[config.mk]
export PLATFORM = sky130hd
export DESIGN_NAME = bit_invert_pipe
export DESIGN_NICKNAME = d
export VERILOG_FILES = /design/src/rtl/bit_invert_pkg.sv /design/src/rtl/bit_invert_stage.sv /design/src/rtl/bit_invert_pipe.sv
export SDC_FILE = /design/constraint.sdc
export NUM_CORES = 1
export LEC_CHECK = 0
export BUFFER_PORTS_ARGS = -buffer_cell sky130_fd_sc_hd__buf_2
export CORE_ASPECT_RATIO = 0.8
export CORE_MARGIN = 10
export CORE_UTILIZATION = 49
export DETAILED_ROUTE_END_ITERATION = 7
export GPL_ROUTABILITY_DRIVEN = 0
export GPL_TIMING_DRIVEN = 1
export HOLD_SLACK_MARGIN = 0.15
export PLACE_DENSITY = 0.77
export SKIP_CTS_REPAIR_TIMING = 1
export SYNTH_ARGS = -nofsm -noshare
export SYNTH_HDL_FRONTEND = slang
export SYNTH_SLANG_ARGS = --single-unit
[constraint.sdc]
create_clock -name clk -period 1.83 [get_ports clk]
set_input_delay 0.183 -clock clk [delete_from_list [all_inputs] [get_ports clk]]
set_output_delay 0.183 -clock clk [all_outputs]
set_load 0.005 [all_outputs]
[src/rtl/bit_invert_pkg.sv]
// Shared constants and types for the bit_invert_pipe slice.
package bit_invert_pkg;
  localparam int DEF_WIDTH  = 2;
  localparam int DEF_STAGES = 2;
  localparam int DEF_CNT_W  = 16;

  typedef logic [DEF_WIDTH-1:0] word_t;
endpackage

[src/rtl/bit_invert_stage.sv]
// One elastic register stage: loads the upstream word whenever its ready term is high.
module bit_invert_stage
  import bit_invert_pkg::*;
#(
  parameter int WIDTH = DEF_WIDTH
) (
  input  logic             clk,
  input  logic             rst,
  input  logic             rdy,
  input  logic             up_valid,
  input  logic [WIDTH-1:0] up_data,
  output logic             vld,
  output logic [WIDTH-1:0] dat
);

  // Data holds when no word arrives so a bubble never overwrites the last value.
  always_ff @(posedge clk) begin
    if (rst) begin
      vld <= 1'b0;
      dat <= '0;
    end else if (rdy) begin
      vld <= up_valid;
      if (up_valid) begin
        dat <= up_data;
      end
    end
  end

endmodule

[src/rtl/bit_invert_pipe.sv]
// Elastic masked-inversion pipeline of STAGES register stages with an output word counter.
// Define BIT_INVERT_PIPE_LOCKSTEP_EN to add a redundant datapath copy and sticky mismatch flag.
module bit_invert_pipe
  import bit_invert_pkg::*;
#(
  parameter int WIDTH  = DEF_WIDTH,
  parameter int STAGES = DEF_STAGES,
  parameter int CNT_W  = DEF_CNT_W
) (
  input  logic             clk,
  input  logic             rst,
  input  logic             in_valid,
  output logic             in_ready,
  input  logic [WIDTH-1:0] in_data,
  input  logic [WIDTH-1:0] in_mask,
  output logic             out_valid,
  input  logic             out_ready,
  output logic [WIDTH-1:0] out_data,
  output logic [CNT_W-1:0] out_count,
  output logic             mismatch
);

  // Handshake: a word moves across a port on a rising edge where valid and ready
  // are both 1; stage k is ready when empty or when stage k+1 is ready.
  logic [WIDTH-1:0] in_word;
  logic [STAGES-1:0] p_vld;
  logic [WIDTH-1:0]  p_dat [STAGES];
  logic [STAGES:0]   p_rdy;

  assign in_word = in_data ^ in_mask;

  always_comb begin
    p_rdy[STAGES] = out_ready;
    for (int k = STAGES - 1; k >= 0; k--) begin
      p_rdy[k] = !p_vld[k] || p_rdy[k+1];
    end
  end

  for (genvar k = 0; k < STAGES; k++) begin : g_pri
    if (k == 0) begin : g_first
      bit_invert_stage #(.WIDTH(WIDTH)) u_stage (
        .clk      (clk),
        .rst      (rst),
        .rdy      (p_rdy[0]),
        .up_valid (in_valid),
        .up_data  (in_word),
        .vld      (p_vld[0]),
        .dat      (p_dat[0])
      );
    end else begin : g_rest
      bit_invert_stage #(.WIDTH(WIDTH)) u_stage (
        .clk      (clk),
        .rst      (rst),
        .rdy      (p_rdy[k]),
        .up_valid (p_vld[k-1]),
        .up_data  (p_dat[k-1]),
        .vld      (p_vld[k]),
        .dat      (p_dat[k])
      );
    end
  end

  assign in_ready  = p_rdy[0];
  assign out_valid = p_vld[STAGES-1];
  assign out_data  = p_dat[STAGES-1];

  always_ff @(posedge clk) begin
    if (rst) begin
      out_count <= '0;
    end else if (out_valid && out_ready) begin
      out_count <= out_count + CNT_W'(1);
    end
  end

`ifdef BIT_INVERT_PIPE_LOCKSTEP_EN
  logic [STAGES-1:0] r_vld;
  logic [WIDTH-1:0]  r_dat [STAGES];
  logic [STAGES:0]   r_rdy;
  logic              mm_q;

  // The redundant copy runs its own ready chain so a fault there stays independent.
  always_comb begin
    r_rdy[STAGES] = out_ready;
    for (int k = STAGES - 1; k >= 0; k--) begin
      r_rdy[k] = !r_vld[k] || r_rdy[k+1];
    end
  end

  for (genvar k = 0; k < STAGES; k++) begin : g_red
    if (k == 0) begin : g_first
      bit_invert_stage #(.WIDTH(WIDTH)) u_stage (
        .clk      (clk),
        .rst      (rst),
        .rdy      (r_rdy[0]),
        .up_valid (in_valid),
        .up_data  (in_word),
        .vld      (r_vld[0]),
        .dat      (r_dat[0])
      );
    end else begin : g_rest
      bit_invert_stage #(.WIDTH(WIDTH)) u_stage (
        .clk      (clk),
        .rst      (rst),
        .rdy      (r_rdy[k]),
        .up_valid (r_vld[k-1]),
        .up_data  (r_dat[k-1]),
        .vld      (r_vld[k]),
        .dat      (r_dat[k])
      );
    end
  end

  always_ff @(posedge clk) begin
    if (rst) begin
      mm_q <= 1'b0;
    end else if ((p_vld[STAGES-1] != r_vld[STAGES-1]) ||
                 (p_vld[STAGES-1] && (p_dat[STAGES-1] != r_dat[STAGES-1]))) begin
      mm_q <= 1'b1;
    end
  end

  assign mismatch = mm_q;
`else
  assign mismatch = 1'b0;
`endif

endmodule

==> flow_summary_export.csv <==
group,metric,value,unit
route,vias,838,
clock_network,clkSlewWorstSetupHoldPaths,0.12,ns
power_and_ir_drop,p_switching,0.175,mW
global_route,grtUsageTotal,0.112,
clock_network,cts_buffers,3,
layout,final_cell_area,0.00118,mm²
yosys,syn_area,953,µm²
sta,fmax,587,MHz
power_and_ir_drop,swShare,0.217,
global_route,grt_overflow_total,0,
clock_network,cts.sinks,22,
critical_path,critPathMaxFanout,5,
route,viasPerCell,5.08,
sta,holdWs,0.175,ns
clock_network,cts-root-buf,"clkbuf_4",
route,wl_per_cell,13.7,µm
clock_network,htree_levels,1,
layout,layout_common_cells,"27 x buf_2, 19 x dfxtp_1, 15 x nor2_1",
placement,placed_area,0.00113,mm²
power_and_ir_drop,power.total,0.807,mW
global_route,antenna_found_initial,0,
yosys,ys_seq_area_frac,0.462,
power_and_ir_drop,p_comb_frac,0.060,
floorplan,ios,29,
layout,final_common_cell,"buf_2",
route,drc,0,
route,drtIter0Drc,43,
yosys,yosysTopAreaCellShare,0.462,
route,dr.pass1.iters,4,
power_and_ir_drop,p_clk_frac,0.329,
global_route,grt_start_max_net_pins,23,
power_and_ir_drop,intPower,0.631,mW
critical_path,crit_type,"flip-flop to flip-flop",
layout,drive_above_1_share,0.305,
floorplan,core,0.00186,mm²
critical_path,r2r_slack,0.13,ns
yosys,yosys.area.top_type,"dfxtp_1",
power_and_ir_drop,pwr-share-seq,0.611,
yosys,synth_nets,117,
placement,port_buffers,27,
placement,pre_cts_slack,0.0764,ns
floorplan,die_area,0.00412,mm²
floorplan,die-width,69.3,µm
sta,final.min_clock_period,1.70,ns
layout,syn_to_final_growth,24.1,%
global_route,grt_pass1_wl,3780,µm
sta,rsz0062_at_grt,"false",
sta,finalSetupTns,0,ns
clock_network,cts_tree,"built",
floorplan,initial_core_util,0.513,
power_and_ir_drop,ir_drop,0.567,mV
layout,final_nets,151,
yosys,yosysWarnings,0,
sta,setup_viol,0,
sta,fin_ws,0.127,ns
sta,finalCritPeriodShare,0.931,
critical_path,cp-end-kind,"flip-flop",
flow_run,maxCapViolCount,0,
critical_path,cp.required,2.07,ns
yosys,synth_cell_types,28,
clock_network,insertion_delay,0.31,ns
yosys,synth-seq-cells,22,
yosys,synthTopCellsByArea,"dfxtp_1 46%, xnor2_1 6.4%, nor2_1 5.9%, xor2_1 5.5%, a21oi_1 4.7%",
global_route,grt_pass1_vias,851,
placement,dp_cells,160,
worst_hold_path,holdCritPathClass,"primary input to flip-flop",
clock_network,max-clock-path-buffers,2,
sta,report.final.slew_viol_count,0,
critical_path,worst_setup_path_start_kind,"flip-flop",
layout,n_antenna_cell,0,
floorplan,num_rows,14,
yosys,avgSynthCellArea,8.83,µm²
critical_path,critPathArrivalTime,1.95,ns
sta,hold_viol_final,0,
route,ant_nets,0,
power_and_ir_drop,powerDensity,681,mW/mm²
outcome,status,"complete, no violations",
layout,final_core_util,0.637,
route,drt_wl_total,2250,µm
layout,layoutNonFillerInstCount,165,
layout,fillers,168,
power_and_ir_drop,p_leak,0.506,nW
placement,hpwl,1680,µm
floorplan,die_y,59.5,µm
sta,fin_skew,0.00319,ns
yosys,syn-instance-count,108,
[cell usage after synthesis]
library cell,n
or3_2,1
xnor2_1,7
o21ai_0,3
or3_1,1
nor4_1,1
clkbuf_1,2
buf_4,1
a21oi_1,9
and4_1,2
nor2_1,15
nand2_1,8
nor3_1,3
xor2_1,6
nand3_1,5
ha_1,1
dfxtp_1,22
or3_4,1
or4b_2,1
nand4_1,3
or4_1,1
nor3b_1,1
inv_1,6
nand4_2,1
mux2i_1,2
a31o_2,1
conb_1,1
o31ai_1,1
a311oi_1,2
[registers in the layout, indices dropped and copies added (netlist names)]
name / count
g_pri.g_rest.u_stage.vld: 1
g_pri.g_first.u_stage.dat: 2
out_count: 16
g_pri.g_first.u_stage.vld: 1
g_pri.g_rest.u_stage.dat: 2
[final timing paths]
kind	from	end	depth (start not counted)
setup / recovery	out_count[7]	out_count[15]	4
hold / removal	out_ready	out_count[1]	3
hold reg to reg	out_count[1]	out_count[1]	2
setup reg to reg	out_count[7]	out_count[15]	4
[power by group through the flow]
stage	logic [mW]	clock network, mW	registers, mW
final	0.0482	0.266	0.493
after floorplan	0.0255	0	0.505
after detailed placement	0.0468	0	0.503
after global routing	0.0541	0.297	0.494
after global placement	0.0453	0	0.503
after CTS	0.0470	0.273	0.493
[metal layers]
layer	vias up	share of wire	track usage
li1	438	-	-
met1	379	0.44	0.121
met2	18	0.49	0.189
met3	3	0.067	0.0503
met4	0	0.0062	0.0487
met5	-	0	0
[critical path, stage by stage (launching register included)]
cell and delay [ns]:
dfxtp_2 0.39, nand4_2 0.16, or3_4 0.41, or4_1 0.51
a21oi_1 0.16
[logic make-up (layout without fill, tap and decap cells)]
family | after synthesis | in the layout | synth area share
simple gates | 44 | 44 | 0.243
flops | 22 | 22 | 0.462
compound gates | 16 | 16 | 0.0984
xor+xnor | 13 | 13 | 0.119
buf+inv | 9 | 42 | 0.0394
mux | 2 | 2 | 0.0210
fa+ha+maj | 1 | 1 | 0.0131
other cells | 1 | 1 | 0.00393
[layout make-up]
type | instances | area [µm²] | share of cell area
multi-input cells | 77 | 475 | 0.402
flip-flops and latches | 22 | 444 | 0.375
repair buffers | 32 | 175 | 0.148
clock buffers | 4 | 36.3 | 0.0307
well taps | 24 | 30.0 | 0.0254
inverters | 6 | 22.5 | 0.0190
Power figures use the tool's default switching activity.
